## src/rtl/uart_pkg.sv

```systemverilog
// uart_pkg: shared UART definitions (state encoding, default bit period, frame-length helper).
// Latency: n/a (types and constants only).
// Backpressure: n/a. Used by both the transmitter and the receiver.
package uart_pkg;

  // FSM state encoding shared by the TX and RX sides
  typedef enum logic [2:0] {
    ST_IDLE   = 3'd0,
    ST_START  = 3'd1,
    ST_DATA   = 3'd2,
    ST_PARITY = 3'd3,
    ST_STOP   = 3'd4
  } uart_state_e;

  // 100 MHz / 115200 baud
  localparam int unsigned DEFAULT_CLKS_PER_BIT = 868;

`ifdef UART_TX_PARITY_EN
  localparam int unsigned PARITY_BITS = 1;
`else
  localparam int unsigned PARITY_BITS = 0;
`endif

  // Bits on the line per frame: start + 8 data + optional parity + stop bits
  function automatic int unsigned frame_bits(input int unsigned stop_bits);
    return 9 + PARITY_BITS + stop_bits;
  endfunction

endpackage

```

## src/rtl/uart_tx_core_if.sv

```systemverilog
// uart_tx_core_if: byte handshake between the loopback FSM (master) and the UART TX core (slave).
// Latency: n/a (wires only).
// Backpressure: master may only hand over a byte in a cycle where tx_ready is high.
// Signals: tx_dv/tx_byte (master->core), tx_ready/tx_busy/tx_done (core->master).
interface uart_tx_core_if;
  logic       tx_dv;
  logic [7:0] tx_byte;
  logic       tx_ready;
  logic       tx_busy;
  logic       tx_done;

  modport master (
    output tx_dv,
    output tx_byte,
    input  tx_ready,
    input  tx_busy,
    input  tx_done
  );

  modport slave (
    input  tx_dv,
    input  tx_byte,
    output tx_ready,
    output tx_busy,
    output tx_done
  );
endinterface

```

## src/rtl/uart_baud_gen.sv

```systemverilog
// uart_baud_gen: free-running bit-period counter, bit_tick_o high on the last cycle of each bit.
// Latency: tick CLKS_PER_BIT cycles after a clear.
// Backpressure: none; clr_i restarts the period so bit boundaries align to frame start.
// Ports: clk, rst_n, clr_i (sync clear), bit_tick_o.
module uart_baud_gen #(
  parameter int unsigned CLKS_PER_BIT = 868
) (
  input  logic clk,
  input  logic rst_n,
  input  logic clr_i,
  output logic bit_tick_o
);

  localparam int unsigned CNT_W = (CLKS_PER_BIT > 1) ? $clog2(CLKS_PER_BIT) : 1;
  localparam logic [CNT_W-1:0] CNT_MAX = CNT_W'(CLKS_PER_BIT - 1);

  logic [CNT_W-1:0] cnt_q;
  logic [CNT_W-1:0] cnt_d;

  assign bit_tick_o = (cnt_q == CNT_MAX);

  always_comb begin
    cnt_d = cnt_q + CNT_W'(1);
    if (clr_i || bit_tick_o) begin
      cnt_d = '0;
    end
  end

  always_ff @(posedge clk or negedge rst_n) begin
    if (!rst_n) begin
      cnt_q <= '0;
    end else begin
      cnt_q <= cnt_d;
    end
  end

endmodule

```

## src/rtl/uart_tx_core.sv

```systemverilog
// uart_tx_core: 8N1 UART transmitter with a one-byte holding register (optional parity: UART_TX_PARITY_EN).
// Latency: tx_serial falls 2 edges after the accepting edge from idle; frames back-to-back with no gap.
// Backpressure: tx_ready low while the holding register is full; tx_dv in that state is dropped.
// Ports: clk, rst_n, tx_if (slave: tx_dv/tx_byte in, tx_ready/tx_busy/tx_done out), tx_serial (line, idles high).
module uart_tx_core
  import uart_pkg::*;
#(
  parameter int unsigned CLKS_PER_BIT = DEFAULT_CLKS_PER_BIT,
  parameter int unsigned STOP_BITS    = 1,
  parameter int unsigned PARITY_ODD   = 0
) (
  input  logic           clk,
  input  logic           rst_n,
  uart_tx_core_if.slave  tx_if,
  output logic           tx_serial
);

  localparam logic [2:0] STOP_LAST = 3'(STOP_BITS - 1);

  uart_state_e state_q, state_d;
  logic [7:0]  hold_q, hold_d;
  logic        hold_vld_q, hold_vld_d;
  logic [7:0]  data_q, data_d;
  logic [2:0]  idx_q, idx_d;
  logic        ser_q;
  logic        done_pend_q;
  logic        done_q;

  logic        bit_tick;
  logic        load;
  logic        stop_end;
  logic        line;
  logic        accept;

  uart_baud_gen #(.CLKS_PER_BIT(CLKS_PER_BIT)) u_baud (
    .clk        (clk),
    .rst_n      (rst_n),
    .clr_i      (load),
    .bit_tick_o (bit_tick)
  );

  assign accept         = tx_if.tx_dv && !hold_vld_q;
  assign tx_if.tx_ready = !hold_vld_q;
  assign tx_if.tx_busy  = (state_q != ST_IDLE);
  assign tx_if.tx_done  = done_q;
  assign tx_serial      = ser_q;

  always_comb begin
    state_d  = state_q;
    idx_d    = idx_q;
    data_d   = data_q;
    load     = 1'b0;
    stop_end = 1'b0;
    line     = 1'b1;
    case (state_q)
      ST_IDLE: begin
        if (hold_vld_q) begin
          state_d = ST_START;
          load    = 1'b1;
        end
      end
      ST_START: begin
        line = 1'b0;
        if (bit_tick) begin
          state_d = ST_DATA;
          idx_d   = '0;
        end
      end
      ST_DATA: begin
        line = data_q[idx_q];
        if (bit_tick) begin
          if (idx_q == 3'd7) begin
            idx_d = '0;
`ifdef UART_TX_PARITY_EN
            state_d = ST_PARITY;
`else
            state_d = ST_STOP;
`endif
          end else begin
            idx_d = idx_q + 3'd1;
          end
        end
      end
      ST_PARITY: begin
        // Only reachable when parity is compiled in
        line = (^data_q) ^ (PARITY_ODD != 0);
        if (bit_tick) begin
          state_d = ST_STOP;
          idx_d   = '0;
        end
      end
      ST_STOP: begin
        if (bit_tick) begin
          if (idx_q == STOP_LAST) begin
            stop_end = 1'b1;
            idx_d    = '0;
            // A byte already waiting starts its frame with no idle bit in between
            if (hold_vld_q) begin
              state_d = ST_START;
              load    = 1'b1;
            end else begin
              state_d = ST_IDLE;
            end
          end else begin
            idx_d = idx_q + 3'd1;
          end
        end
      end
      default: state_d = ST_IDLE;
    endcase
    if (load) begin
      data_d = hold_q;
    end
  end

  // load and accept are exclusive: load needs a full holding register, accept an empty one
  always_comb begin
    hold_d     = hold_q;
    hold_vld_d = hold_vld_q;
    if (load) begin
      hold_vld_d = 1'b0;
    end
    if (accept) begin
      hold_d     = tx_if.tx_byte;
      hold_vld_d = 1'b1;
    end
  end

  // The line is driven from the current state, so it trails state entry by one edge.
  // tx_done gets one more stage so it rises as the last stop bit finishes on the line.
  always_ff @(posedge clk or negedge rst_n) begin
    if (!rst_n) begin
      state_q     <= ST_IDLE;
      hold_q      <= '0;
      hold_vld_q  <= 1'b0;
      data_q      <= '0;
      idx_q       <= '0;
      ser_q       <= 1'b1;
      done_pend_q <= 1'b0;
      done_q      <= 1'b0;
    end else begin
      state_q     <= state_d;
      hold_q      <= hold_d;
      hold_vld_q  <= hold_vld_d;
      data_q      <= data_d;
      idx_q       <= idx_d;
      ser_q       <= line;
      done_pend_q <= stop_end;
      done_q      <= done_pend_q;
    end
  end

endmodule

```

## src/flat_wrapper.sv

```systemverilog
// flat-port wrapper written by rule: the top's interface ports become plain ports
module uart_tx_core_flat import uart_pkg::*;
#(
  parameter int unsigned CLKS_PER_BIT = DEFAULT_CLKS_PER_BIT,
  parameter int unsigned STOP_BITS    = 1,
  parameter int unsigned PARITY_ODD   = 0
)
  (clk, rst_n, tx_serial, tx_if_tx_dv, tx_if_tx_byte, tx_if_tx_ready, tx_if_tx_busy, tx_if_tx_done);
  uart_tx_core_if tx_if_i ();
  input  logic clk;
  input  logic rst_n;
  output logic tx_serial;
  input wire logic [$bits(tx_if_i.tx_dv)-1:0] tx_if_tx_dv;
  input wire logic [$bits(tx_if_i.tx_byte)-1:0] tx_if_tx_byte;
  output wire logic [$bits(tx_if_i.tx_ready)-1:0] tx_if_tx_ready;
  output wire logic [$bits(tx_if_i.tx_busy)-1:0] tx_if_tx_busy;
  output wire logic [$bits(tx_if_i.tx_done)-1:0] tx_if_tx_done;
  assign tx_if_i.tx_dv = tx_if_tx_dv;
  assign tx_if_i.tx_byte = tx_if_tx_byte;
  assign tx_if_tx_ready = tx_if_i.tx_ready;
  assign tx_if_tx_busy = tx_if_i.tx_busy;
  assign tx_if_tx_done = tx_if_i.tx_done;
  uart_tx_core #(.CLKS_PER_BIT(CLKS_PER_BIT), .STOP_BITS(STOP_BITS), .PARITY_ODD(PARITY_ODD)) u_core (.clk(clk), .rst_n(rst_n), .tx_if(tx_if_i), .tx_serial(tx_serial));
endmodule
```

## config.mk

```make
export PLATFORM = sky130hd
export DESIGN_NAME = uart_tx_core_flat
export DESIGN_NICKNAME = d
export VERILOG_FILES = /design/src/rtl/uart_pkg.sv /design/src/rtl/uart_tx_core_if.sv /design/src/rtl/uart_baud_gen.sv /design/src/rtl/uart_tx_core.sv /design/src/flat_wrapper.sv
export SDC_FILE = /design/constraint.sdc
export NUM_CORES = 1
export LEC_CHECK = 0
export ABC_AREA = 1
export CAP_MARGIN = 15
export CORE_MARGIN = 4
export CORE_UTILIZATION = 60
export CTS_CLUSTER_SIZE = 8
export DETAILED_ROUTE_END_ITERATION = 8
export HOLD_SLACK_MARGIN = 0.15
export PLACE_DENSITY = 0.8
export SLEW_MARGIN = 20
export SYNTH_ARGS = -nofsm -noshare
export SYNTH_HDL_FRONTEND = slang
export SYNTH_SLANG_ARGS = --single-unit
```

## constraint.sdc

```tcl
create_clock -name clk -period 3.39 [get_ports clk]
set_clock_uncertainty 0.15 [all_clocks]
set_input_delay 0.339 -clock clk [delete_from_list [all_inputs] [get_ports clk]]
set_output_delay 0.339 -clock clk [all_outputs]
set_load 0.05 [all_outputs]
```

; ---- Word level (Yosys, flattened, before mapping)
; Index checks and enable logic that the tools add are counted.
[classes]
add_sub_neg = 2
n_lt_le_gt_ge = 1
n_eq_ne = 14
mux = 28
reduce_logical = 12
[op_table]
columns = cell, count
row1 = 3-bit two-way mux, 12
row2 = 3-bit one-hot mux with 5 select lines, 1
row3 = "10-bit by 1-bit adder with 10-bit output, second input constant", 1
row4 = "10-bit equality test, second input constant", 1
row5 = 1-bit two-way mux, 10
row6 = 10-bit two-way mux, 1
row7 = 3-bit one-hot mux with 3 select lines, 1
row8 = "2-bit by 1-bit != test with 1-bit output, second input constant", 4
row9 = "2-bit != test, second input constant", 4
row10 = 8-bit parity, 1
row11 = 7-bit AND reduction, 1
row12 = "3-bit by 2-bit equality test with 1-bit output, second input constant", 2
row13 = "3-bit equality test, second input constant", 2
row14 = 3-bit zero test, 2
row15 = 3-bit nonzero test, 2
row16 = "3-bit by 4-bit less-than comparator with 1-bit output, second input constant", 1
row17 = 4-bit AND reduction, 1
row18 = "3-bit by 1-bit adder with 3-bit output, second input constant", 1
row19 = 1-bit binary-select mux with 3-bit select, 1
row20 = "3-bit by 1-bit equality test with 1-bit output, second input constant", 1
row21 = 1-bit one-hot mux with 3 select lines, 1
row22 = 1-bit one-hot mux with 2 select lines, 1
row23 = 2-bit nonzero test, 1
row24 = 2-bit OR reduction, 1
row25 = 3 further kinds, 3
[word_totals]
reg_bits = 36
input_bits = 11
output_inout_bits = 4
word_cells = 66

; ---- Depth between registers and ports, before layout
; Gate-level depths: netlist of the first run.
[logic_depth]
word_depth = 6
ltp_mapped = 9
ltp_nobuf = 9

; ---- By module
; A second synthesis of the first run with hierarchy kept.
[hier_totals]
hier_cells = 240
area_unflattened_um2 = 1953.1
[modules_own_cells]
columns = module, n_inst, cells_per_inst, area_per_inst_um2, seq_area_each_um2
row1 = uart_tx_core, 1, 167, 1387.6, 651.9
row2 = uart_baud_gen, 1, 73, 565.5, 250.2

; ---- Least setup slack after synthesis of the first run
; No wires, ideal clock.
[synth_timing]
path_type = flip-flop to flip-flop
startpoint = register u_core.idx_q[0]
endpoint = register u_core.state_q[0]
setup_time_ps = 118
arrival_ps = 1329
required_time_ps = 3122
path_slack_ps = 1793
stages_incl_launch_ff = 10
n_path_buf = 0
synth_period_minus_slack_ps = 1597
cell_sequence = dfrtp_1 -> inv_1 -> ha_1 -> nand2_1 -> nand3_1 -> nand2_1 -> a21oi_1 -> nand2_1 -> nand2_1 -> nand2_1
[synth_between]
elab_chain_len = 3
elab_cells_between_ends = 5
cone_classes = eq/ne: 3 / reduce/logical: 2
[synth_lines]
columns = element, line_no
row1 = start: declaration, uart_tx_core.sv:24  ; logic [2:0] idx_q, idx_d;
row2 = start signal: assignment, uart_tx_core.sv:146  ; idx_q <= idx_d;
row3 = 3-bit equality test or 3-bit zero test (tied branches), "uart_tx_core.sv:72, uart_tx_core.sv:94"
row4 = 2-bit by 1-bit != test with 1-bit output (no source line), --
row5 = 7-bit AND reduction (no source line) *, --
row6 = end signal: assignment, uart_tx_core.sv:142  ; state_q <= state_d;
row7 = end: declaration, uart_tx_core.sv:20  ; uart_state_e state_q, state_d;
; Mark *: on every way between the ends. The rest lies on a longest branch, timed or not.
; A chain may end at the register's enable or synchronous reset.

; ---- Final worst setup path of the first run
[layout_timing]
startpoint = register u_core.state_q[2]
endpoint = output port tx_if_tx_busy
[layout_between]
elab_chain_len = 1
[layout_lines]
columns = element, line_no
row1 = 3-bit nonzero test, uart_tx_core.sv:44  ; assign tx_if.tx_busy = (state_q != ST_IDLE);
row2 = end: declaration, flat_wrapper.sv:16  ; output wire logic [$bits(tx_if_i.tx_busy)-1:0] tx_if_tx_busy;
; No other way between the ends.

==> summary.md, run 1 <==
| Metric | Value |
|---|---|
| Via count | 1577 |
| TritonCTS clock tree | built |
| Fmax achieved | 0.427 GHz |
| Fin crit period | 2340 ps |
| Worst Path Arrival | 1850 ps |
| Reg area | 902 um^2 |
| Max-cap violations | 0 |
| Cells after synthesis | 226 |
| Final period util | 69.1% |
| Largest net degree at the start of global routing | 37 |
| Final slew viol count | 0 |
| DP HPWL | 2720 um |
| Gp weighted congestion | 0.943 |
| Die Ht | 63.6 um |
| Critical Path Fanout Max | 9 |
| RSZ-0062 raised after global routing | no |
| Synth cell types | 26 |
| Worst-path clk slew | 110 ps |
| Pwr/cell area | 825 nW/um^2 |
| Worst slack at placement | 1420 ps |
| Mapped Nets | 241 |
| Drt drc | 0 |
| DRT Wirelength | 3600 um |
| Synth Warn # | 0 |
| CP startpoint kind | register |
| H-tree levels | 2 |
| Min-Delay Path Class | register to register |
| Post-CTS Setup Bufs | 0 |
| Slew HR | 66.8% |
| Root Buffer | clkbuf_4 |
| CP endpoint kind | output port |
| Drt pass-1 iters | 4 |
| Crit path kind | register to output port |
| Hold-fix buffers at CTS | 0 |
| Seq/Total Area, Yosys | 48.7% |
| Static Leakage | 1.04 nW |
| Final Hold Violating Endpoints | 0 |
| Layout Nets | 262 |
| Vias in the first global route | 1595 |
| Detailed Route Iter0 Violations | 101 |
| Horizontal die dimension | 63.6 um |
| Post-route insts no fill | 278 |
| Final WS setup | 1050 ps |
| Area growth from synthesis to layout | 13.2% |
| Slew @ Worst Pin | 497 ps |
| Clk sinks | 36 |
| Status | finished clean |
| Global-route wire length before repair | 6650 um |
| Smallest hold slack | 211 ps |
| Setup TNS | 0 ps |
| Worst ir drop on vdd | 443 uV |
| Post-layout util | 73.5% |
| Initial antenna violation count | 0 |
| Bufs on Longest Clock Path | 2 |
| DIE AREA | 4040 um^2 |
| DRT antenna net count | 0 |
| Seq cells post-synth | 36 |
| Avg WL per Cell | 12.9 um |
| Mean Syn Cell Area | 8.19 um^2 |
| Vias per cell | 5.67 |
| CORE AREA | 2850 um^2 |
| Dpl cells | 271 |
| Placement Rows | 19 |
| I/O pins | 15 |
| Layout cells sized above 1 | 11.7% |
| Final setup violation count | 0 |
| Grt ovf | 0 |
| Worst path required time | 2900 ps |
| Ant. Diodes | 0 |
| Port buffer count | 14 |
| Worst-Skew Late Latency | 330 ps |
| Cell Area, Synth | 1850 um^2 |
| Fill cells | 214 |
| Post-CTS sizing | 0 |
| Initial Util | 64.9% |
| GRT Util Overall | 20.8% |
| CTS Buf Count | 5 |
| Multi-input logic area | 867 um^2 |
## power breakdown
part,switching (mW),internal (mW)
clock network,0.135,0.118
registers,0.131,0.582
logic,0.484,0.280
total,0.751,0.979
## logic make-up (layout without fill, tap and decap cells)
group,after synthesis,in the layout,synth area share [%]
flops,36,36,48.7
fa+ha+maj,4,4,2.70
buf+inv,21,42,4.46
xor+xnor,5,5,2.36
mux,8,8,4.87
simple gates,137,137,31.6
compound gates,15,15,5.34
## layout by cell type, fill, tap and decap left out, types with 2 or more instances in the layout
cell,Yosys,layout
nand3_1,25,25
nor3_1,6,6
xor2_1,4,4
clkbuf_4,0,5
a21oi_1,4,4
mux2_2,8,8
nand2_1,76,76
nor2_2,2,2
o211ai_1,2,2
ha_1,4,4
clkbuf_8,0,2
o21ai_0,5,5
inv_2,3,3
inv_1,17,17
nor2_1,23,23
dfrtp_1,35,35
clkdlybuf4s50_1,0,14
## metal layers
layer / up-vias / global-route usage, % / routed length (um)
met1: 748 / 24.9 / 1590
met5: - / 0 / 0
li1: 773 / - / -
met4: 0 / 7.28 / 71
met2: 45 / 35.5 / 1770
met3: 11 / 6.04 / 164
## synth_stat cells
| cell type | instances | area, um^2 |
|---|---|---|
| a21oi_1 | 4 | 20.0 |
| a21oi_2 | 1 | 8.76 |
| buf_4 | 1 | 7.51 |
| dfrtp_1 | 35 | 876 |
| dfstp_2 | 1 | 26.3 |
| ha_1 | 4 | 50.1 |
| inv_1 | 17 | 63.8 |
| inv_2 | 3 | 11.3 |
| mux2_2 | 8 | 90.1 |
| nand2_1 | 76 | 285 |
| nand2_2 | 1 | 6.26 |
| nand2_4 | 1 | 11.3 |
| nand3_1 | 25 | 125 |
| nand3_2 | 1 | 10.0 |
| nand4_1 | 1 | 6.26 |
| nor2_1 | 23 | 86.3 |
| nor2_2 | 2 | 12.5 |
| nor2_4 | 1 | 11.3 |
| nor3_1 | 6 | 30.0 |
| o211ai_1 | 2 | 15.0 |
| o21ai_0 | 5 | 25.0 |
| o21ai_1 | 1 | 5.00 |
| o21ai_2 | 1 | 8.76 |
| o21ai_4 | 1 | 16.3 |
| xnor2_1 | 1 | 8.76 |
| xor2_1 | 4 | 35.0 |
## sequential cells by signal (all words and copies together), names as in the netlist
| register | flops |
|---|---|
| u_core.data_q | 8 |
| u_core.done_pend_q | 1 |
| u_core.hold_q | 8 |
| u_core.hold_vld_q | 1 |
| u_core.idx_q | 3 |
| u_core.state_q | 3 |
| u_core.tx_if.tx_done | 1 |
| u_core.tx_serial | 1 |
| u_core.u_baud.cnt_q | 10 |
## area by class of cell
class | instances | area share (%)
clock buffers | 7 | 3.10
inverters | 20 | 3.58
multi-input cells | 169 | 41.4
flip-flops and latches | 36 | 43.0
well taps | 31 | 1.85
repair buffers | 15 | 7.04
## critical path: stages, from the launching register on
cell and delay, ps:
dfrtp_1 570, inv_2 80, nand2_1 80, clkdlybuf4s50_1 790
## through the flow
stage,power (mW),instance area [um^2]
floorplan,1.28,1850
global placement,1.43,2030
detailed placement,1.49,2030
CTS,1.74,2100
global route,1.90,2100
finish,1.73,2100
## final timing paths
path                                    start                   end  slack, ps  cells after the start
min reg2reg                u_core.done_pend_q  u_core.tx_if.tx_done        210                      0
max in group asynchronous               rst_n      u_core.tx_serial       2490                      2
max reg2reg                   u_core.idx_q[0]     u_core.state_q[0]       1500                      9
min                        u_core.done_pend_q  u_core.tx_if.tx_done        210                      0
min in group asynchronous               rst_n  u_core.tx_if.tx_done        260                      2
max                         u_core.state_q[2]         tx_if_tx_busy       1050                      3
No activity file was read; power rests on OpenSTA's default activity.
==> inputs of run 2 (changes only) <==
- CORE_UTILIZATION: 60 -> 51
- PLACE_DENSITY: 0.8 -> 0.72
- clock period: 3.39 -> 2.04 ns (I/O delays scaled with it)
==> summary.md, run 2 (same netlist as run 1, synthesis figures left out) <==
| Metric | Value |
|---|---|
| NetSw | 1.24 mW |
| Drt pass-1 iters | 5 |
| Fin crit period | 1860 ps |
| CP endpoint kind | register |
| Gp weighted congestion | 0.798 |
| Detailed Route Iter0 Violations | 93 |
| Bufs on Longest Clock Path | 2 |
| Setup crit start | u_core.idx_q[0] |
| Max-cap violations | 0 |
| DRT antenna net count | 0 |
| GRT Util Overall | 18.0% |
| Area growth from synthesis to layout | 16.7% |
| Clock network fraction of design power | 18.9% |
| Layout Nets | 264 |
| H-tree levels | 2 |
| Final slew viol count | 0 |
| DIE AREA | 4660 um^2 |
| TritonCTS clock tree | built |
| Slew HR | 66.8% |
| Initial antenna violation count | 0 |
| Status | finished clean |
| RSZ-0062 raised after global routing | no |
| Worst-path clk slew | 110 ps |
| Horizontal die dimension | 68.3 um |
| Clk sinks | 36 |
| DP HPWL | 2540 um |
| Int Pwr | 1.75 mW |
| CTS Buf Count | 5 |
| Final Hold Violating Endpoints | 0 |
| Critical Path Fanout Max | 8 |
| Final setup violation count | 0 |
| Hold wc startpoint | u_core.done_pend_q |
| Min-Delay Path Class | register to register |
| Vias per cell | 5.11 |
| Pwr/cell area | 1380 nW/um^2 |
| CORE AREA | 3420 um^2 |
| Slew @ Worst Pin | 497 ps |
| Vias in the first global route | 1436 |
| Largest net degree at the start of global routing | 26 |
| Avg WL per Cell | 11.7 um |
| Sw frac | 41.5% |
| Post-route insts no fill | 296 |
| Final period util | 91.4% |
| Die Ht | 68.3 um |
| Worst-Skew Late Latency | 340 ps |
| I/O pins | 15 |
| Dpl cells | 287 |
| Ant. Diodes | 0 |
| Setup TNS | 0 ps |
| Via count | 1512 |
| Root Buffer | clkbuf_4 |
| Fmax achieved | 0.536 GHz |
| Commonest non-fill, non-tap cell in the layout | nand2_1 |
| Most frequent cells in the layout | nand2_1 (76), dfrtp_1 (35), nand3_1 (25), nor2_1 (23), inv_1 (17) |
| Port buffer count | 14 |
| Reg-to-Reg Start | u_core.idx_q[0] |
| Drt drc | 0 |
| CP startpoint kind | register |
| Grt ovf | 0 |
| Gate power share | 41.4% |
| Largest regs | u_core.u_baud.cnt_q: 10 flops, u_core.data_q: 8 flops, u_core.hold_q: 8 flops |
| Crit path kind | register to register |
| Worst path required time | 2140 ps |
| DRT Wirelength | 3470 um |
| Placement Rows | 21 |
| Static Leakage | 1.07 nW |
| Max FFs per register | 10 |
| Top reg by flops | u_core.u_baud.cnt_q |
| Worst Path Arrival | 1960 ps |
| Worst ir drop on vdd | 679 uV |
| Global-route wire length before repair | 6220 um |
| Initial Util | 54.2% |
| Part of the power in registers | 39.7% |
| Layout cells sized above 1 | 12.8% |
| Smallest hold slack | 212 ps |
-- run 2: changes by cell type in the layout (fill, tap and decap cells not counted), sizes merged --
cell	delta
buf	+2
bufinv	+1
clkdlybuf4s50	-3
dlygate4sd2	+1
dlygate4sd3	+1
dlymetal6s2s	+1
-- run 2: timing repair --
item / 4_1_cts / 5_1_grt
buffers inserted: 0 / 0
resized for setup: 1 / 1
hold buffers: 1 / 0
setup endpoints to repair: 1 / 1
hold endpoints to repair: 23 / 0
-- run 2: final timing paths --
kind	end	slack, ps	cells past startpoint
min	u_core.tx_if.tx_done	210	0
max in group asynchronous	u_core.data_q[3]	670	4
min in group asynchronous	u_core.idx_q[1]	600	3
max reg2reg	u_core.state_q[0]	180	9
min reg2reg	u_core.tx_if.tx_done	210	0
max	u_core.state_q[0]	180	9
-- run 2: final cells by class --
class	instances	area (um^2)
repair buffers	17	164
flip-flops and latches	36	902
multi-input cells	169	867
clock buffers	7	65.1
well taps	46	57.6
fillers	305	1250
inverters	20	75.1
clock inverters	1	30.0
-- run 2: per-layer routing --
| metal | share of wire [%] | global-route usage, % |
|---|---|---|
| met5 | 0 | 0 |
| met4 | 1.8 | 6.70 |
| met3 | 4.9 | 4.93 |
| met2 | 43 | 28.0 |
| met1 | 50 | 23.8 |
-- run 2: power by group through the flow --
stage | combinational (mW) | clock [mW] | sequential, mW
2_1_floorplan | 0.966 | 0 | 1.17
3_3_place_gp | 1.21 | 0 | 1.20
3_5_place_dp | 1.24 | 0 | 1.20
4_1_cts | 1.24 | 0.579 | 1.18
5_1_grt | 1.42 | 0.607 | 1.22
6_report | 1.24 | 0.563 | 1.19
-- run 2: stage by stage --
stage	instance area [um^2]	power [mW]	setup WS, ps	utilization, %
after CTS	2160	3.01	4.02	63.2
final	2160	2.99	175	63.3
after detailed placement	2050	2.44	223	60.1
after global placement	2050	2.41	224	60.1
after global routing	2160	3.25	28.1	63.3
after floorplan	1850	2.13	443	-
-- run 2: worst max-delay path: stages, from the launching register on --
cell     delay [ps]
dfrtp_1         470
inv_1           160
ha_1            160
nand2_1         120
nand3_1         150
nand2_1          60
a21oi_1         210
nand2_1         130
nand2_1          80
nand2_1          50
